--- config.mk ---
export PLATFORM = sky130hd
export DESIGN_NAME = fetch_unit
export DESIGN_NICKNAME = d
export VERILOG_FILES = /design/src/rtl/fetch_pkg.sv /design/src/rtl/fetch_unit_imem_array.sv /design/src/rtl/fetch_unit.sv
export SDC_FILE = /design/constraint.sdc
export NUM_CORES = 2
export LEC_CHECK = 0
export BUFFER_PORTS_ARGS = -buffer_cell sky130_fd_sc_hd__buf_2
export CAP_MARGIN = 10
export CELL_PAD_IN_SITES_DETAIL_PLACEMENT = 1
export CELL_PAD_IN_SITES_GLOBAL_PLACEMENT = 2
export CORE_ASPECT_RATIO = 0.75
export CORE_MARGIN = 1.5
export CORE_UTILIZATION = 40
export CTS_CLUSTER_SIZE = 30
export DETAILED_ROUTE_END_ITERATION = 7
export PLACE_DENSITY_LB_ADDON = 0.1
export SETUP_SLACK_MARGIN = 0.4
export SYNTH_ARGS = -nofsm -noshare
export SYNTH_HDL_FRONTEND = slang
export SYNTH_SLANG_ARGS = --single-unit
--- constraint.sdc ---
create_clock -name clk_i -period 11.85 [get_ports clk_i]
set_clock_uncertainty 0.1 [all_clocks]
set_input_delay 0.5925 -clock clk_i [delete_from_list [all_inputs] [get_ports clk_i]]
set_output_delay 0.5925 -clock clk_i [all_outputs]
set_load 0.03 [all_outputs]
--- src/rtl/fetch_pkg.sv ---
// Shared types and constants for the instruction fetch unit.
package fetch_pkg;

   typedef enum logic [1:0] {
      IDLE  = 2'd0,
      LOAD  = 2'd1,
      RUN   = 2'd2,
      FAULT = 2'd3
   } fetch_state_t;

   localparam logic [31:0] NOP_INSTR         = 32'h0000_0013;
   localparam int          DEFAULT_MEM_DEPTH = 64;

endpackage

--- src/rtl/fetch_unit_imem_array.sv ---
// Instruction store: one write port, registered read port, storage not reset.
module imem_array #(
   parameter int DATA_WIDTH = 32,
   parameter int DEPTH      = 64,
   localparam int AW        = $clog2(DEPTH)
) (
   input  logic                  clk_i,
   input  logic                  we_i,
   input  logic [AW-1:0]         waddr_i,
   input  logic [DATA_WIDTH-1:0] wdata_i,
   input  logic                  re_i,
   input  logic [AW-1:0]         raddr_i,
   output logic [DATA_WIDTH-1:0] rdata_o
);

   logic [DATA_WIDTH-1:0] mem [DEPTH];
   logic [DATA_WIDTH-1:0] rdata_q;

   // rdata_q only changes on a read, so it doubles as the hold register on stall.
   always_ff @(posedge clk_i) begin
      if (we_i) mem[waddr_i] <= wdata_i;
      if (re_i) rdata_q <= mem[raddr_i];
   end

   assign rdata_o = rdata_q;

endmodule

--- src/rtl/fetch_unit.sv ---
// Program-load and instruction-fetch controller in front of a small instruction store.
module fetch_unit
   import fetch_pkg::*;
#(
   parameter int DATA_WIDTH = 32,
   parameter int ADDR_WIDTH = 32,
   parameter int MEM_DEPTH  = DEFAULT_MEM_DEPTH,
   localparam int IDXW      = $clog2(MEM_DEPTH)
) (
   input  logic                  clk_i,
   input  logic                  arst_ni,
   input  logic                  load_en_i,
   input  logic                  load_valid_i,
   input  logic [IDXW-1:0]       load_addr_i,
   input  logic [DATA_WIDTH-1:0] load_data_i,
   output logic                  load_ready_o,
   input  logic                  start_i,
   input  logic [ADDR_WIDTH-1:0] pc_i,
   input  logic                  stall_i,
   output logic [DATA_WIDTH-1:0] instr_o,
   output logic                  instr_valid_o,
   output logic                  prog_end_o,
   output logic                  fetch_fault_o,
   output fetch_state_t          state_o
);

   localparam logic [DATA_WIDTH-1:0] NOP     = DATA_WIDTH'(NOP_INSTR);
   localparam logic [ADDR_WIDTH:0]   PC_LIMIT = (ADDR_WIDTH+1)'(4 * MEM_DEPTH);

   fetch_state_t          state_q, state_d;
   logic [IDXW:0]         wc_q, wc_d;
   logic [DATA_WIDTH-1:0] instr_q, instr_d;
   logic                  use_mem_q, use_mem_d;
   logic                  valid_q, valid_d;
   logic                  pend_q, pend_d;
   logic                  fault_q, fault_d;
   logic                  mem_we, mem_re;
   logic [DATA_WIDTH-1:0] mem_rdata;
   logic [IDXW-1:0]       idx;
   logic [IDXW:0]         load_top;
   logic                  pc_bad;

   assign idx      = pc_i[IDXW+1:2];
   assign load_top = {1'b0, load_addr_i} + 1'b1;
   assign pc_bad   = (pc_i[1:0] != 2'b00) || ({1'b0, pc_i} >= PC_LIMIT);

   always_comb begin
      state_d   = state_q;
      wc_d      = wc_q;
      instr_d   = instr_q;
      use_mem_d = use_mem_q;
      valid_d   = valid_q;
      pend_d    = pend_q;
      fault_d   = fault_q;
      mem_we    = 1'b0;
      mem_re    = 1'b0;
      case (state_q)
         IDLE: begin
            valid_d = 1'b0;
            pend_d  = 1'b0;
            if (load_en_i) begin
               state_d = LOAD;
               wc_d    = '0;
            end else if (start_i) begin
               state_d = RUN;
            end
         end
         LOAD: begin
            valid_d = 1'b0;
            pend_d  = 1'b0;
            if (load_valid_i) begin
               mem_we = 1'b1;
               if (load_top > wc_q) wc_d = load_top;
            end
            if (!load_en_i) state_d = IDLE;
         end
         RUN: begin
            if (load_en_i) begin
               state_d = LOAD;
               wc_d    = '0;
               valid_d = 1'b0;
               pend_d  = 1'b0;
            end else if (!start_i) begin
               state_d = IDLE;
               valid_d = 1'b0;
               pend_d  = 1'b0;
            end else if (pc_bad) begin
               // Fault outranks stall so a bad pc is never masked by a held output.
               state_d   = FAULT;
               use_mem_d = 1'b0;
               instr_d   = NOP;
               valid_d   = 1'b0;
               pend_d    = 1'b0;
               fault_d   = 1'b1;
            end else if (stall_i) begin
               state_d = RUN;
            end else if ({1'b0, idx} >= wc_q) begin
               use_mem_d = 1'b0;
               instr_d   = NOP;
               valid_d   = 1'b1;
               pend_d    = 1'b1;
            end else begin
               mem_re    = 1'b1;
               use_mem_d = 1'b1;
               valid_d   = 1'b1;
               pend_d    = 1'b0;
            end
         end
         FAULT: begin
            valid_d = 1'b0;
            if (load_en_i) begin
               state_d = LOAD;
               wc_d    = '0;
               fault_d = 1'b0;
            end
         end
         default: state_d = IDLE;
      endcase
   end

   always_ff @(posedge clk_i) begin
      if (!arst_ni) begin
         state_q   <= IDLE;
         wc_q      <= '0;
         instr_q   <= NOP;
         use_mem_q <= 1'b0;
         valid_q   <= 1'b0;
         pend_q    <= 1'b0;
         fault_q   <= 1'b0;
      end else begin
         state_q   <= state_d;
         wc_q      <= wc_d;
         instr_q   <= instr_d;
         use_mem_q <= use_mem_d;
         valid_q   <= valid_d;
         pend_q    <= pend_d;
         fault_q   <= fault_d;
      end
   end

   imem_array #(
      .DATA_WIDTH(DATA_WIDTH),
      .DEPTH     (MEM_DEPTH)
   ) u_imem (
      .clk_i  (clk_i),
      .we_i   (mem_we && arst_ni),
      .waddr_i(load_addr_i),
      .wdata_i(load_data_i),
      .re_i   (mem_re && arst_ni),
      .raddr_i(idx),
      .rdata_o(mem_rdata)
   );

   assign load_ready_o  = (state_q == LOAD);
   assign instr_o       = use_mem_q ? mem_rdata : instr_q;
   assign instr_valid_o = valid_q;
   assign prog_end_o    = pend_q;
   assign fetch_fault_o = fault_q;
   assign state_o       = state_q;

endmodule

==> results summary <==
The flow ran to the end, and the final reports show no timing, DRC or antenna violations. The via density per instance came out at 5.84. Among all cell types in the netlist, the one instantiated most often is sky130_fd_sc_hd__edfxtp_1. The worst path meets setup with 7660 ps of slack. In the finished design, the share of the clock period the worst path needs comes to 35.3%. Based on the critical path, the design can be clocked at up to 239 MHz. The Yosys step of the flow raised 0 warnings. The endpoint kind of the worst setup timing path is a flip-flop. The critical path goes through nor2b_1, nand2_1, nor2_1, nand3_1, nor2_4, buf_4. The height of the die is 392 microns. The multi-input gate area in the final layout is 17200 sq um.

The met1 global-route usage came out at 33.8%. OpenSTA, run right after detailed placement, puts the worst setup slack at 6780 ps. Among cell families on the critical path, the largest total delay comes from simple AND/OR/NAND/NOR gates.

After detailed placement, the total cell area comes to 84900 sq um. The sink count of the clock tree is 2093. The post-route antenna net violation count came out at 0.

After filler insertion, the fill cell instance count of the layout stands at 18000. Synthesis produced 3564 cells. The die outline area came out at 204000 sq um.

Setup repair after global routing left no endpoint under its margin. The average cell area after synthesis is 22.6 sq um. The number of buffers inserted by port buffering came out at 113. The number of cell rows is 142. The clock period minus worst slack is 4190 ps. The slowest stage of the critical path is the sky130_fd_sc_hd__nor2_4 cell.

The total length of routed wires is 238 mm. The fraction of met2 tracks used by global routing is 38.5%. Of all cell types, the one taking the most synthesized area is sky130_fd_sc_hd__edfxtp_1.

The number of buffers created by CTS came out at 204. The maximum net fanout on the critical path is 19. The power consumption came out at 14900 uW.

The worst voltage drop across the vdd grid is 165 uV. Relative to the synthesized area, the layout overhead comes to 13.0%. The ratio of cells with drive above 1 in the final layout is 27.8%.

The number of antenna violations at the first check in global routing was 11. The critical setup path kind is reg -> reg. The sequential standard cell area is 62700 sq um. The die extent in x is 521 microns. The area share of the leading cell type in the synthesized netlist is 77.5%.

At the pin with the least slew margin, the transition time is 1300 ps. The remaining routing DRC violations came out at 0. The cell sitting at the root of the clock tree is a sky130_fd_sc_hd__clkbuf_16.

The initial core utilization came out at 40.3%. The total negative slack is 0 ps. The depth of the CTS H-tree came out at 4.

The post-route cell area is 91100 sq um. The number of flops mapped to enable cells by yosys came out at 2080. After global routing, the most crowded layer is met2. The tightest hold path in the finished design has a slack of 73.0 ps.

The total nets after synthesis came out at 3654. The first-pass iteration count of the detailed router is 6. The placed wire-length estimate came out at 128 mm. The total count of max-transition violations in the final report was 0.

The number of endpoints with negative hold slack in the final report came out at 0. The boundary pin count came out at 114. The most used flip-flop cell after synthesis is sky130_fd_sc_hd__edfxtp_1. The synthesized netlist occupies a cell area of 80600 sq um.

The maximum buffer depth of the clock tree came out at 3. In the final routed layout, each cell accounts on average for 35.9 microns. The first-iteration detailed-routing DRC count is 3963. Setup violations remaining at the end of the flow were counted as 0. The startpoint identified for the worst register-to-register timing path is state_o[0]$_SDFFE_PN0P_. The remaining max-slew budget at the tightest pin came out at 13.4%. The number of buffer and inverter stages on the critical path is 1. STA classifies the critical path startpoint as a flip-flop. Post-CTS timing repair inserted 0 buffers for setup.

The clock latency at the later pin of the worst-skew pair is 830 ps. Of all flip-flops after synthesis, the portion carrying an async set or reset was 0%. The type of the tightest min-delay check is in -> reg.

The total via count in the routed design is 38800. The max capacitance violation total came out at 0. Synthesis inferred 2093 register bits. The most critical setup path has its startpoint at state_o[0]$_SDFFE_PN0P_. The aggregate global routing overflow came out at 0. At the worst endpoint, the required time is 12210 ps.

In this run the standard cell core region covers 200000 sq um. The number of instances resized during post-cts repair came out at 0. The maximum cell stage delay along the critical path came out at 1030 ps.

The number of nets in the finished design is 3903. The commonest cells after synthesis are sky130_fd_sc_hd__edfxtp_1, sky130_fd_sc_hd__mux4_2, sky130_fd_sc_hd__mux2i_1. TritonCTS built the clock tree. The global-route met3 utilization is 3.27%. The number of global-route vias before repair came out at 41400. The placer congestion estimate came out at 0.761. Clock-pin slew was measured on the worst setup and hold paths at 60 ps.

The pin count of the biggest net entering global routing is 116. The number of library cell types mapped by synthesis is 52. The first global-routing pass estimated 333 mm of wire. The cell leakage power came out at 0.0283 uW.

The hold buffer count at cts came out at 2. The startpoint of the tightest hold check path is load_data_i[26]. The arrival time of the worst setup path is 4550 ps. By area the synthesized netlist is led by sky130_fd_sc_hd__edfxtp_1, sky130_fd_sc_hd__mux4_2, sky130_fd_sc_hd__mux2i_1. The sequential fraction of the synthesis area came out at 77.8%. Dividing total power by cell area gives a power density of 164 nW/um^2. The overall global routing resource usage is 23.5%.
## cells by family after synthesis
family	synth area share, %
DFF	77.8
muxes	16.5
and+or+nand+nor	1.89
AOI/OAI and AO/OA	2.11
buffers and inverters	1.40
adders and majority gates	0.217
xor gates and xnor gates	0.0435
## worst reg2reg max path: cells and delay by family (launching register included)
kind | cells | cell delay (ps)
buffers and inverters | 1 | 570
AND/OR/NAND/NOR | 5 | 2680
flip-flops | 1 | 460
## registers in the layout, indices dropped and copies added, names as in the netlist
name	count
prog_end_o	1
wc_q	7
fetch_fault_o	1
state_o	2
u_imem.rdata_o	32
instr_valid_o	1
use_mem_q	1
u_imem.mem	2048
## layout by cell type (no fill, tap or decap), drive strengths merged, types with 7 or more instances in the layout
master,Yosys,routed
edfxtp,2080,2080
mux4,516,516
clkbuf,57,260
buf,135,233
mux2i,144,144
nor2,107,107
clkinv,0,90
nand2,71,71
a21oi,44,44
and2,40,40
o21ai,35,35
o22ai,28,28
a211oi,26,26
a22o,24,24
nor2b,24,24
nor3,24,24
mux2,23,23
inv,11,20
nand3,18,18
ha,14,14
a221oi,13,13
dfxtp,13,13
a22oi,12,12
o211ai,11,11
o221ai,11,11
o32ai,11,11
nand2b,10,10
nor4,9,9
a31oi,7,7
## final timing paths
kind / to / slack [ps] / cells past startpoint
max: u_imem.mem[14][19]$_DFFE_PP_ / 7660 / 6
min: u_imem.mem[13][26]$_DFFE_PP_ / 70 / 1
max reg2reg: u_imem.mem[14][19]$_DFFE_PP_ / 7660 / 6
min reg2reg: prog_end_o$_SDFFE_PN0P_ / 370 / 2
## metal layers
metal	wire length (microns)	share of wire [%]
met1	106000	44
met2	116000	49
met3	12000	5.0
met4	4450	1.9
met5	23	0.0096
## area by class of cell
class                   instances  area share, %
clock buffers                 260           5.88
diodes                          6         0.0165
clock inverters               106          0.809
well taps                    2664           3.66
multi-input cells            1268           18.9
flip-flops and latches       2093           68.9
inverters                      11         0.0453
repair buffers                235           1.81
## per-stage QoR
stage / cells / utilization (%)
after floorplan: 3564 / -
after global placement: 6264 / 42.4
after detailed placement: 6264 / 42.4
after CTS: 6632 / 45.5
after global routing: 6637 / 45.5
final: 6643 / 45.5
## where the power goes
part	internal (uW)	leakage [uW]	switching [uW]
clock	3310	0.00298	2780
combinational	254	0.00655	438
sequential	8150	0.0188	2.14
total	11700	0.0283	3220
Power figures use the tool's default switching activity.
